<file path="config.mk">
export PLATFORM = sky130hd
export DESIGN_NAME = decode_stage
export DESIGN_NICKNAME = d
export VERILOG_FILES = /design/src/rtl/decode_stage.sv
export SDC_FILE = /design/constraint.sdc
export NUM_CORES = 1
export LEC_CHECK = 0
export CAP_MARGIN = 20
export CORE_MARGIN = 1
export CORE_UTILIZATION = 52
export CTS_CLUSTER_SIZE = 12
export DETAILED_ROUTE_END_ITERATION = 12
export PLACE_DENSITY_LB_ADDON = 0.1
export REMOVE_ABC_BUFFERS = 1
export SLEW_MARGIN = 40
export SYNTH_ARGS = -nofsm -noshare
export SYNTH_HDL_FRONTEND = slang
export SYNTH_SLANG_ARGS = --single-unit
</file>
<file path="constraint.sdc">
create_clock -name clk -period 3.6 [get_ports clk]
set_input_delay 1.08 -clock clk [delete_from_list [all_inputs] [get_ports clk]]
set_output_delay 1.08 -clock clk [all_outputs]
set_load 0.01 [all_outputs]
</file>
<file path="src/rtl/decode_stage.sv">
// Pipelined instruction decode: field split, two-port register file read with
// write-through bypass, and a valid/ready output register with stall and flush.
module decode_stage #(
    parameter int DATA_WIDTH     = 16,
    parameter int INSTR_WIDTH    = 16,
    parameter int OPCODE_WIDTH   = 3,
    parameter int REG_ADDR_WIDTH = 3,
    parameter int IMM_WIDTH      = 7,
    parameter int ZERO_REG       = 1
) (
    input  logic                      clk,
    input  logic                      rst,
    input  logic [INSTR_WIDTH-1:0]    instruction,
    input  logic                      in_valid,
    output logic                      in_ready,
    input  logic                      flush,
    input  logic                      wb_en,
    input  logic [REG_ADDR_WIDTH-1:0] wb_addr,
    input  logic [DATA_WIDTH-1:0]     wb_data,
    output logic                      out_valid,
    input  logic                      out_ready,
    output logic [OPCODE_WIDTH-1:0]   opcode,
    output logic [REG_ADDR_WIDTH-1:0] rs,
    output logic [REG_ADDR_WIDTH-1:0] rt,
    output logic [REG_ADDR_WIDTH-1:0] rd,
    output logic [DATA_WIDTH-1:0]     read_data_1,
    output logic [DATA_WIDTH-1:0]     read_data_2,
    output logic [DATA_WIDTH-1:0]     sign_extended_immediate
);
    localparam int NUM_REGS = 2 ** REG_ADDR_WIDTH;
    localparam int RS_MSB   = INSTR_WIDTH - OPCODE_WIDTH - 1;
    localparam int RT_MSB   = RS_MSB - REG_ADDR_WIDTH;
    localparam int RD_MSB   = RT_MSB - REG_ADDR_WIDTH;

    logic [DATA_WIDTH-1:0]     regs [NUM_REGS];
    logic [OPCODE_WIDTH-1:0]   opcode_f;
    logic [REG_ADDR_WIDTH-1:0] rs_f, rt_f, rd_f;
    logic [IMM_WIDTH-1:0]      imm_f;
    logic [DATA_WIDTH-1:0]     ext_f;
    logic [DATA_WIDTH-1:0]     op1_in, op2_in;
    logic                      held1_hit, held2_hit;
    logic                      load;

    // Index 0 is hardwired to zero only when ZERO_REG is enabled.
    function automatic logic is_zero(input logic [REG_ADDR_WIDTH-1:0] a);
        return (ZERO_REG != 0) && (a == '0);
    endfunction

    assign opcode_f = instruction[INSTR_WIDTH-1 -: OPCODE_WIDTH];
    assign rs_f     = instruction[RS_MSB -: REG_ADDR_WIDTH];
    assign rt_f     = instruction[RT_MSB -: REG_ADDR_WIDTH];
    assign rd_f     = instruction[RD_MSB -: REG_ADDR_WIDTH];
    assign imm_f    = instruction[IMM_WIDTH-1:0];
    assign ext_f    = DATA_WIDTH'($signed(imm_f));

    assign in_ready = !out_valid || out_ready;
    assign load     = in_valid && in_ready && !flush;

    // NOTE: every signal assigned in always_comb gets a default first, so no
    // path leaves it unassigned and no latch is inferred.
    always_comb begin
        op1_in = regs[rs_f];
        if (wb_en && wb_addr == rs_f) op1_in = wb_data;
        if (is_zero(rs_f)) op1_in = '0;

        op2_in = regs[rt_f];
        if (wb_en && wb_addr == rt_f) op2_in = wb_data;
        if (is_zero(rt_f)) op2_in = '0;

        held1_hit = wb_en && (wb_addr == rs) && !is_zero(rs);
        held2_hit = wb_en && (wb_addr == rt) && !is_zero(rt);
    end

    // NOTE: sequential state uses non-blocking assignments so every register
    // samples pre-edge values regardless of statement order.
    always_ff @(posedge clk) begin
        if (rst) begin
            // NOTE: the register file is reset explicitly because reset must
            // leave every register reading 0; this keeps it out of block RAM.
            for (int i = 0; i < NUM_REGS; i++) regs[i] <= '0;
            out_valid               <= 1'b0;
            opcode                  <= '0;
            rs                      <= '0;
            rt                      <= '0;
            rd                      <= '0;
            read_data_1             <= '0;
            read_data_2             <= '0;
            sign_extended_immediate <= '0;
        end else begin
            if (wb_en && !is_zero(wb_addr)) regs[wb_addr] <= wb_data;

            if (flush) begin
                out_valid <= 1'b0;
            end else if (load) begin
                out_valid               <= 1'b1;
                opcode                  <= opcode_f;
                rs                      <= rs_f;
                rt                      <= rt_f;
                rd                      <= rd_f;
                read_data_1             <= op1_in;
                read_data_2             <= op2_in;
                sign_extended_immediate <= ext_f;
            end else if (out_valid && out_ready) begin
                out_valid <= 1'b0;
            end else if (out_valid) begin
                // Stalled instruction tracks write-backs to its sources.
                if (held1_hit) read_data_1 <= wb_data;
                if (held2_hit) read_data_2 <= wb_data;
            end
        end
    end
endmodule

</file>
Word-level counts from Yosys, hierarchy flattened
Memories as Yosys holds them, arrays and structs flattened. Cells that the tools add are included.

Register bits: 52. Memory bits (writable): 128. Bits of input ports: 41. Output and inout port bits: 62. Memories kept: 1.

Equality and inequality tests: 5. Mux-type cells: 22. Bitwise gates (word level): 1. Reduce and logical (&&, ||, !) cells: 30.

Memories: regs (depth 8, width 16, rd ports 2, clocked after Yosys merged registers in 0, write ports 8, line 35) `logic [DATA_WIDTH-1:0] regs [NUM_REGS];`.

Operators by type and width (count): $mux 16 (13); $reduce_or 16->1 (1); $logic_not 3->1 (5); $eq 3x3->1 (4); $logic_and 1x1->1 (10); $mux 1 (8); $reduce_and 4->1 (2); $reduce_bool 2->1 (4); $logic_not 1->1 (5); $mux 3 (1); $ne 2x2->1 const B (1); $reduce_and 2->1 (1); $reduce_or 2->1 (1); $logic_or 1x1->1 (1); $not 1->1 (1).

Logic depth before layout (Yosys ltp)
Depth in word-level cells: 8. Mapped depth: 8. Mapped depth without buffers: 5.

Worst setup path before layout
No wires, ideal clock.

Kind: input-to-reg. From: in rst. To: mem regs[4][0], enable pin. Library setup time: 0.414 ns. Arrival: 2.995 ns. Setup slack: 0.190 ns. Stages: 5. Buffers on the path: 2. Cell sequence: clkbuf_1 -> inv_1 -> nand3_1 -> clkbuf_1 -> o31ai_1.

RTL lines: start, declared (line 12) `input logic rst,`; end, declared (line 35).

Worst setup path after layout
From: in out_ready. To: out in_ready.

Word-level cells in the longest chain between the ends: 1.

RTL lines: start, declared (line 21) `input logic out_ready,`; $logic_or 1x1->1 (line 56) `assign in_ready = !out_valid || out_ready;`; end, declared (line 15) `output logic in_ready,`.

No other way between the ends.

==> impl_metrics.toml <==
[synth]
yosysMostFrequentCell = "edfxtp_1"
synthFlopType = "edfxtp_1"
synth_edf_count = 128
postSynthAreaPerCell_sq_um = 11.1
synth_area_leaders = "edfxtp_1 (41%), dfxtp_1 (10%), mux4_2 (7.6%), mux2i_1 (6.8%), nor3_1 (6.0%)"
netlist_area_sq_mm = 0.00942
yosysTopAreaCell = "edfxtp_1"
ys_async_sr_fraction_pct = 0
yosys_warnings = 0
synth_top_area_share_pct = 40.8
ys_seq_area_share_pct = 51.2
synth.distinct_cells = 41
ys_seq_elements = 177
netlist_instances = 848
synth_common_cells = "edfxtp_1 (128), nor3_1 (113), nand2_1 (66)"

[clock_tree]
cts.sinks = 177
cts_buffers = 17
clk_pin_slew_ns = 0.06
cts_buffer_depth = 2
cts_max_level = 4
cts_setup_buffers = 0
cts_tree = "built"
cts_root_buffer = "clkbuf_16"
cts_resized = 0
clock_latency_ns = 0.44
cts_hold_buf = 0

[critical_path]
required_ns = 2.52
arrival_ns = 2.24
cpPeakStageDelay_ns = 0.54
cp-end-kind = "output port"
reg2reg_to = "read_data_2[5]$_SDFFE_PP0P_"
reg2reg_slack_ns = 1.31
cpMostUsedCell = "clkdlybuf4s50_1"
crit_path_start_kind = "input port"
path_buf_inv = 3
criticalPathCategory = "input port to output port"
cp_max_fo = 2
r2r_cells = 7
cpLargestDelayFamily = "buffers and inverters"
r2r-start = "out_valid$_SDFFE_PP0P_"
critPathSlowestCell = "clkdlybuf4s50_1"
crit_chain = "clkdlybuf4s50_1, nor2b_1, inv_1, clkdlybuf4s50_1"

[power]
clkPwrFrac_pct = 36.0
switching_share_pct = 26.4
p_int_w = 0.00369
p_seq_share_pct = 47.6
finalPower_w = 0.00502
pwr-share-comb_pct = 16.4
ir_drop_v = 0.000371
leakagePower_nw = 3.98
power_switching_w = 0.00132
powerDensity_mw_per_mm2 = 442

[floorplan]
die_w_um = 137
initial_core_util_pct = 53.9
io_pins = 103
die_h_um = 137
core_area_sq_mm = 0.0175
std_cell_rows = 48
dieArea_sq_mm = 0.0187

[timing]
slew_headroom_pct = 46.6
final.setup.tns_ns = 0
fin_skew_ns = 0.00594
max_freq_mhz = 301
fin_crit_ns = 3.32
worst_pin_slew_ns = 0.801
finalSetupViolCount = 0
final_max_slew_viol_count = 0
rsz0062_at_grt = "false"
min_period_over_period_pct = 92.1
hold_viol = 0
worst_slack_ns = 0.283

[cells_and_area]
num_antenna_cells = 0
fin_area_sq_mm = 0.0114
syn2layout_area_growth_pct = 20.6
final_nets = 982
n_fill_cell = 1340
layout-drive-gt1-share_pct = 14.2
fin_cells = 1179

[global_routing]
antenna_found_initial = 0
grt_pass1_wl_um = 44100
grt_start_max_net_pins = 66
first_global_vias = 7817
grt_usage_pct = 32.4
grt_overflow = 0

[detailed_routing]
drt_iter0_markers = 771
dr.pass1.iters = 5
wl_um = 28600
viasPerCell = 6.59
via_count = 7770
remaining_drc_errors = 0
routedWlPerCell_um = 24.3
ant_nets = 0

[worst_hold_path]
min_to = "opcode[1]$_SDFFE_PP0P_"
min_delay_path_depth = 2
hold_path_startpoint = "opcode[1]$_SDFFE_PP0P_"
hold_path_class = "flop to flop"

[placement]
portBuffers = 102
routabilityCongestion = 0.884
hpwlAfterDp_um = 18700
numPlacedInstances = 1147
placed_cell_area_sq_mm = 0.0108
pre_cts_ws_ns = 0.218

[outcome]
outcome = "completed"

[job]
drv_cap = 0
==> flip-flops by register name, indices dropped and copies added, names as in the netlist <==
register / cells
sign_extended_immediate: 4
rs: 3
read_data_1: 16
read_data_2: 16
rd: 3
out_valid: 1
regs: 128
rt: 3
opcode: 3
==> power groups by stage <==
stage | Sequential [W] | Clock [W] | Combinational (W)
2_1_floorplan | 0.00243 | 0 | 0.000386
3_3_place_gp | 0.00242 | 0 | 0.000789
3_5_place_dp | 0.00243 | 0 | 0.000804
4_1_cts | 0.00239 | 0.00182 | 0.000809
5_1_grt | 0.00240 | 0.00190 | 0.000868
6_report | 0.00239 | 0.00181 | 0.000821
==> tightest hold or removal path: cells and delay by family, from the launching register on <==
| family | cells | cell delay [ns] |
|---|---|---|
| flip-flops | 1 | 0.31 |
| AND/OR/NAND/NOR | 1 | 0.05 |
| AO/OA/AOI/OAI | 1 | 0.05 |
==> metrics by stage <==
step | utilization (%) | hold slack (ns)
2_1_floorplan | - | 0.469
3_3_place_gp | 61.8 | 0.445
3_5_place_dp | 61.8 | 0.450
4_1_cts | 65.0 | 0.456
5_1_grt | 65.0 | 0.477
6_report | 65.0 | 0.456
==> area by class of cell <==
cell class              count  area, sq um  share of cell area, %
clock buffers              18          429                   3.78
clock inverters            14          139                   1.22
inverters                  35          131                   1.16
multi-input cells         546         4020                   35.4
flip-flops and latches    177         4820                   42.5
well taps                 225          282                   2.48
repair buffers            164         1530                   13.5
==> kinds of logic after synthesis <==
| logic type | Yosys count | share of synthesized area, % |
|---|---|---|
| and+or+nand+nor | 251 | 13.3 |
| buffers and inverters | 140 | 6.92 |
| DFF | 177 | 51.2 |
| other | 1 | 0.0398 |
| muxes | 96 | 14.4 |
| xor gates and xnor gates | 10 | 0.929 |
| AOI/OAI and AO/OA | 173 | 13.2 |
==> metal layers <==
metal | up-vias | track usage (%) | wire length, um
li1 | 3413 | - | -
met1 | 3770 | 40.4 | 11100
met2 | 485 | 51.8 | 13600
met3 | 102 | 8.04 | 2730
met4 | 0 | 17.7 | 1210
met5 | - | 0 | 0
==> cell usage in the layout (no fill, tap or decap), types with 32 or more instances in the layout <==
cell type / netlist / routed
a311oi_1: 32 / 32
buf_4: 16 / 57
mux4_2: 32 / 32
o22ai_1: 32 / 32
a31oi_1: 33 / 33
mux2i_1: 64 / 64
clkdlybuf4s50_1: 0 / 99
nor3_1: 113 / 112
nand2_1: 66 / 66
edfxtp_1: 128 / 128
dfxtp_1: 49 / 49
a211o_1: 32 / 32
==> worst max-delay path by stage <==
stage,startpoint,end,slack [ns],depth (start not counted)
floorplan,rst,regs[4][0]$_SDFFCE_PN0P_,-0.91,3
global placement,out_ready,read_data_2[5]$_SDFFE_PP0P_,0.26,8
detailed placement,out_ready,read_data_2[5]$_SDFFE_PP0P_,0.22,8
CTS,out_ready,in_ready,0.28,4
global route,out_ready,in_ready,0.22,4
finish,out_ready,in_ready,0.28,4
(Power assumes the default switching activity.)
==> edit 1 (config.mk and constraints unchanged) <==
Set the parameter `DATA_WIDTH` to 32 (it was 16).
--- a/src/rtl/decode_stage.sv
+++ b/src/rtl/decode_stage.sv
@@ -3,3 +3,3 @@
 module decode_stage #(
-    parameter int DATA_WIDTH     = 16,
+    parameter int DATA_WIDTH     = 32,
     parameter int INSTR_WIDTH    = 16,
Interface: changed (resized read_data_1, read_data_2, sign_extended_immediate and wb_data); port bits go from 103 to 167. The function was not compared with the original's and may differ.
==> edit 1 against the original RTL <==
Power increased by 84%; die area increased by 78%; clock power up 97%; setup slack improved by 0.033 ns; final cell count grew 86%; sequential cell count is 128 higher; final area is 75% higher; critical path type unchanged; routed wire length up 110%; largest cell class unchanged; area after synthesis grew 79%.
==> edit 1: results (changes against the original RTL) <==
Layout
The share of layout cells above drive strength 1 was 0.123 (-0.0181). The number of non-clock buffers in the layout is 262 (+60%). The footprint of the flip-flops and latches was 0.00835 mm2 (+73%).

The multi-input gate share of the layout cell area is 0.353 (-0.000496). The fraction of cell area in non-clock buffers is 0.126 (-0.00918). The footprint of the multi-input gates is 0.00704 mm2 (+75%). The final net count is 1822 (+86%). The number of clock-tree buffers in the layout is 53 (+35). The multi-input logic cell count came to 1059 (+94%). The number of inverters outside the clock class in the layout is 102 (+190%). In the final layout, the registers with the most flip-flops are regs (224), read_data_1 (32), read_data_2 (32). The number of fillers in the final layout is 2620 (+96%).

The area fraction of clock buffers and clock inverters is 0.0572 (+0.00721).

Route
The count of vias placed by the detailed router came to 15600 (+100%). The total wirelength of the detailed-routed design is 61200 um (+110%). The initial detailed-routing violation count is 2070 (+170%). The met3 layer wire length in the routed design is 7630 um (+180%). The wire length on met2 was 27900 um (+110%). The wire length on met1 came to 23000 um (+110%).

Synth
The area share of xor/xnor cells in the synthesized design came to 0.00519 (-0.00411). In the synthesized netlist, the cells that appear most often are edfxtp_1, nor3_1, nand2_1. The mux share of post-synthesis cell area is 0.0379 (-0.107). The number of enable-type register cells in the synthesized netlist came to 224 (+75%). The sequential element share of the synthesized area is 0.494 (-0.0176). The share of the synthesized area in compound gates (AO/OA/AOI/OAI) is 0.237 (+0.106). Ranked by total cell area, the synthesized netlist is headed by edfxtp_1, dfxtp_1, a211oi_1, nor3_1, mux2i_1. The number of different library cells in the post-synthesis netlist is 43 (+4.9%).

Global route
The number of global-route vias before repair is 15000 (+91%). The met1 track utilization from global routing is 0.486 (+0.0817). The first-pass GRT wire length is 91400 um (+110%).

The total global routing track utilization is 0.364 (+0.0401). The initial antenna violation count is 0 (unchanged). The pin count of the biggest net entering global routing is 58 (-12%).

The met2 layer usage reported by global route is 0.582 (+0.0639). The met3 demand-to-capacity share in global routing was 0.0679 (-0.0125).

Setup path
The arrival time of data at the critical path endpoint came to 2.20 ns (-0.04 ns). The endpoint identified for the worst register-to-register timing path is read_data_1[22]. The worst reg-to-reg setup slack came to 1.52 ns (+0.21 ns).

Clock network
The clock latency on the worst-skew pair is 0.51 ns (+0.07 ns). The TritonCTS buffer count is 35 (+18). The number of H-tree branching levels was 2 (-2).

The largest buffer count on any clock path is 3 (+1). The count of cells resized by post-cts repair is 0 (unchanged). The clock net sink count came to 305 (+72%).

Placement
The detailed placer's ending HPWL came to 36900 um (+98%). The instance area after placement came to 0.0188 mm2 (+74%). The post-placement setup slack is 0.301 ns (+0.0825 ns). The global placer's final weighted congestion is 0.865 (-2.1%).

The count of buffers inserted at the top-level ports came to 166 (+63%).

Pwr
The reported leakage power is 0.00658 uW (+65%). The fraction of power spent switching nets is 0.274 (+0.0105). The maximum VDD drop is 0.000309 V (-17%).

Timing
The clock period minus final worst setup slack was 3.28 ns (-0.0329 ns). The setup skew after layout is 0.00629 ns (+0.000357 ns). The worst relative slew slack is 0.416 (-0.0500).

Outcome
The flow ran to the end, and the final reports show no timing, DRC or antenna violations.
## edit 1: changes by cell type after synthesis, sizes merged, moves of 63 or more
| cell | before | now |
|---|---|---|
| a211oi | 17 | 131 |
| a21oi | 17 | 112 |
| a221oi | 0 | 65 |
| buf | 48 | 136 |
| edfxtp | 128 | 224 |
| nand2 | 66 | 158 |
| nor3 | 115 | 195 |
| o2111ai | 0 | 63 |
## edit 1: through the flow
step	hold slack, ns	instances	util	power [uW]
global route	0.472	2193	0.628	9470
floorplan	0.474	1466	-	4890
detailed placement	0.446	2130	0.592	5680
finish	0.451	2193	0.628	9220
global placement	0.444	2129	0.592	5650
CTS	0.453	2193	0.628	9190
## edit 1: power groups by stage
| stage | logic, uW | clock network (uW) | registers, uW |
|---|---|---|---|
| floorplan | 690 | 0 | 4200 |
| global placement | 1470 | 0 | 4170 |
| detailed placement | 1500 | 0 | 4180 |
| CTS | 1500 | 3580 | 4110 |
| global route | 1610 | 3720 | 4140 |
| finish | 1540 | 3570 | 4120 |
## edit 1: worst min path at each step
| stage | from | to | cells past startpoint |
|---|---|---|---|
| floorplan | opcode[0] | opcode[0] | 2 |
| global placement | sign_extended_immediate[1] | sign_extended_immediate[1] | 2 |
| detailed placement | opcode[0] | opcode[0] | 2 |
| global route | sign_extended_immediate[0] | sign_extended_immediate[0] | 2 |
| finish | opcode[0] | opcode[0] | 2 |
| CTS | opcode[0] | opcode[0] | 2 |
## edit 1: worst max-delay path, delay by kind of cell
kind                   cells  cell delay (ns)
buffers and inverters      2             0.99
AND/OR/NAND/NOR            1             0.14
## edit 1: logic make-up after synthesis
logic type	Yosys count
AOI/OAI and AO/OA	512
and+or+nand+nor	473
buffers and inverters	331
DFF	305
muxes	64
xor gates and xnor gates	10
==> edit 2 (same settings) <==
Without the edit above. Make the reset (`rst`) asynchronous in one clocked block.
--- a/src/rtl/decode_stage.sv
+++ b/src/rtl/decode_stage.sv
@@ -75,3 +75,3 @@
     // samples pre-edge values regardless of statement order.
-    always_ff @(posedge clk) begin
+    always_ff @(posedge clk or posedge rst) begin
         if (rst) begin
Behaviour: differs if rst is asserted again (counterexample within 4 cycles, from zero or initial values and one cycle with rst high); with rst held inactive, the same outputs for 4 cycles.
==> edit 2 against the original RTL <==
Power increased by 18%; first-iteration DRC count is 37% lower; sequential cell count did not move; setup slack worse by 0.16 ns; die area increased by 0.25%; routed wire length down 7.1%; combinational power increased by 75%; final area decreased by 0.54%; area after synthesis up 0.25%; via count down 12%.
==> edit 2: results (changes against the original RTL) <==
Synth
The per-instance average area after synthesis is 12.4 um2 (+12%). In the synthesized netlist, the cells that appear most often are dfrtp_1, mux2_2, clkbuf_1. The share of async-settable or async-resettable flops after synthesis was 1.00 (+1.00). The number of different library cells in the post-synthesis netlist is 46 (+12%). The largest area contributor in the netlist is dfrtp_1. The share of the synthesized area in compound gates (AO/OA/AOI/OAI) came to 0.113 (-0.0186). The area share of xor/xnor cells in the synthesized design is 0.00742 (-0.00188).

Global route
The pin count of the biggest net entering global routing was 63 (-4.5%). The total global routing track utilization is 0.301 (-0.0233). The met3 demand-to-capacity share in global routing was 0.0574 (-0.0230). The first-pass GRT wire length was 40900 um (-7.4%). The met2 layer usage reported by global route is 0.489 (-0.0296). The number of global-route vias before repair was 7033 (-10%).

Setup path
The worst reg2reg path depth came to 6 (-1). The highest net fanout along the worst path was 5 (+3). The worst register-to-register path ends at read_data_1[12].

Layout
The area fraction of clock buffers and clock inverters is 0.0508 (+0.000825). The number of fillers in the final layout is 1361 (+1.6%). The fraction of cell area in non-clock buffers is 0.127 (-0.00768). The multi-input logic cell count is 478 (-12%).

The footprint of the multi-input gates was 0.00456 mm2 (+13%). The sequential share of cell area is 0.392 (-0.0327).

Outcome
The run finished with clean final reports.

Route
The mean number of vias per cell is 6.42 (-2.6%). The total wirelength of the detailed-routed design is 26600 um (-7.1%). The met3 layer wire length in the routed design is 1600 um (-42%).

The initial detailed-routing violation count came to 483 (-37%). The wire length on met2 is 13000 um (-4.4%).

Timing
The clock period minus final worst setup slack is 3.48 ns (+0.164 ns).

Pwr
The reported leakage power is 0.00468 uW (+18%). The switching power of the nets is 1670 uW (+27%). The power in sequential cells is 2640 uW (+10%). The maximum VDD drop is 0.000366 V (-1.3%).

Placement
The post-placement setup slack is 0.115 ns (-0.104 ns).
edit 2: cell count changes in the layout (fill, tap and decap cells not counted), sizes merged, moves of 31 or more:
cell / unedited run / this run
mux2: 0 / 156
dfxtp: 49 / 0
o22ai: 32 / 1
nand2: 66 / 28
a311oi: 32 / 0
dfrtp: 0 / 177
edfxtp: 128 / 0
nor3: 115 / 3
a211o: 32 / 0
edit 2: worst min-delay path by stage:
stage / start / end / slack (ns) / cells past startpoint
2_1_floorplan: regs[112] / regs[112] / 0.36 / 0
3_3_place_gp: regs[114] / regs[114] / 0.38 / 0
3_5_place_dp: regs[121] / regs[121] / 0.38 / 0
4_1_cts: regs[121] / regs[121] / 0.40 / 0
5_1_grt: regs[122] / regs[122] / 0.41 / 0
6_report: regs[121] / regs[121] / 0.39 / 0
edit 2: cell families after synthesis:
| group | after synthesis |
|---|---|
| multiplexers | 226 |
| AO/OA/AOI/OAI | 144 |
| XOR/XNOR | 8 |
| buffers and inverters | 106 |
| flip-flops | 177 |
| AND/OR/NAND/NOR | 100 |
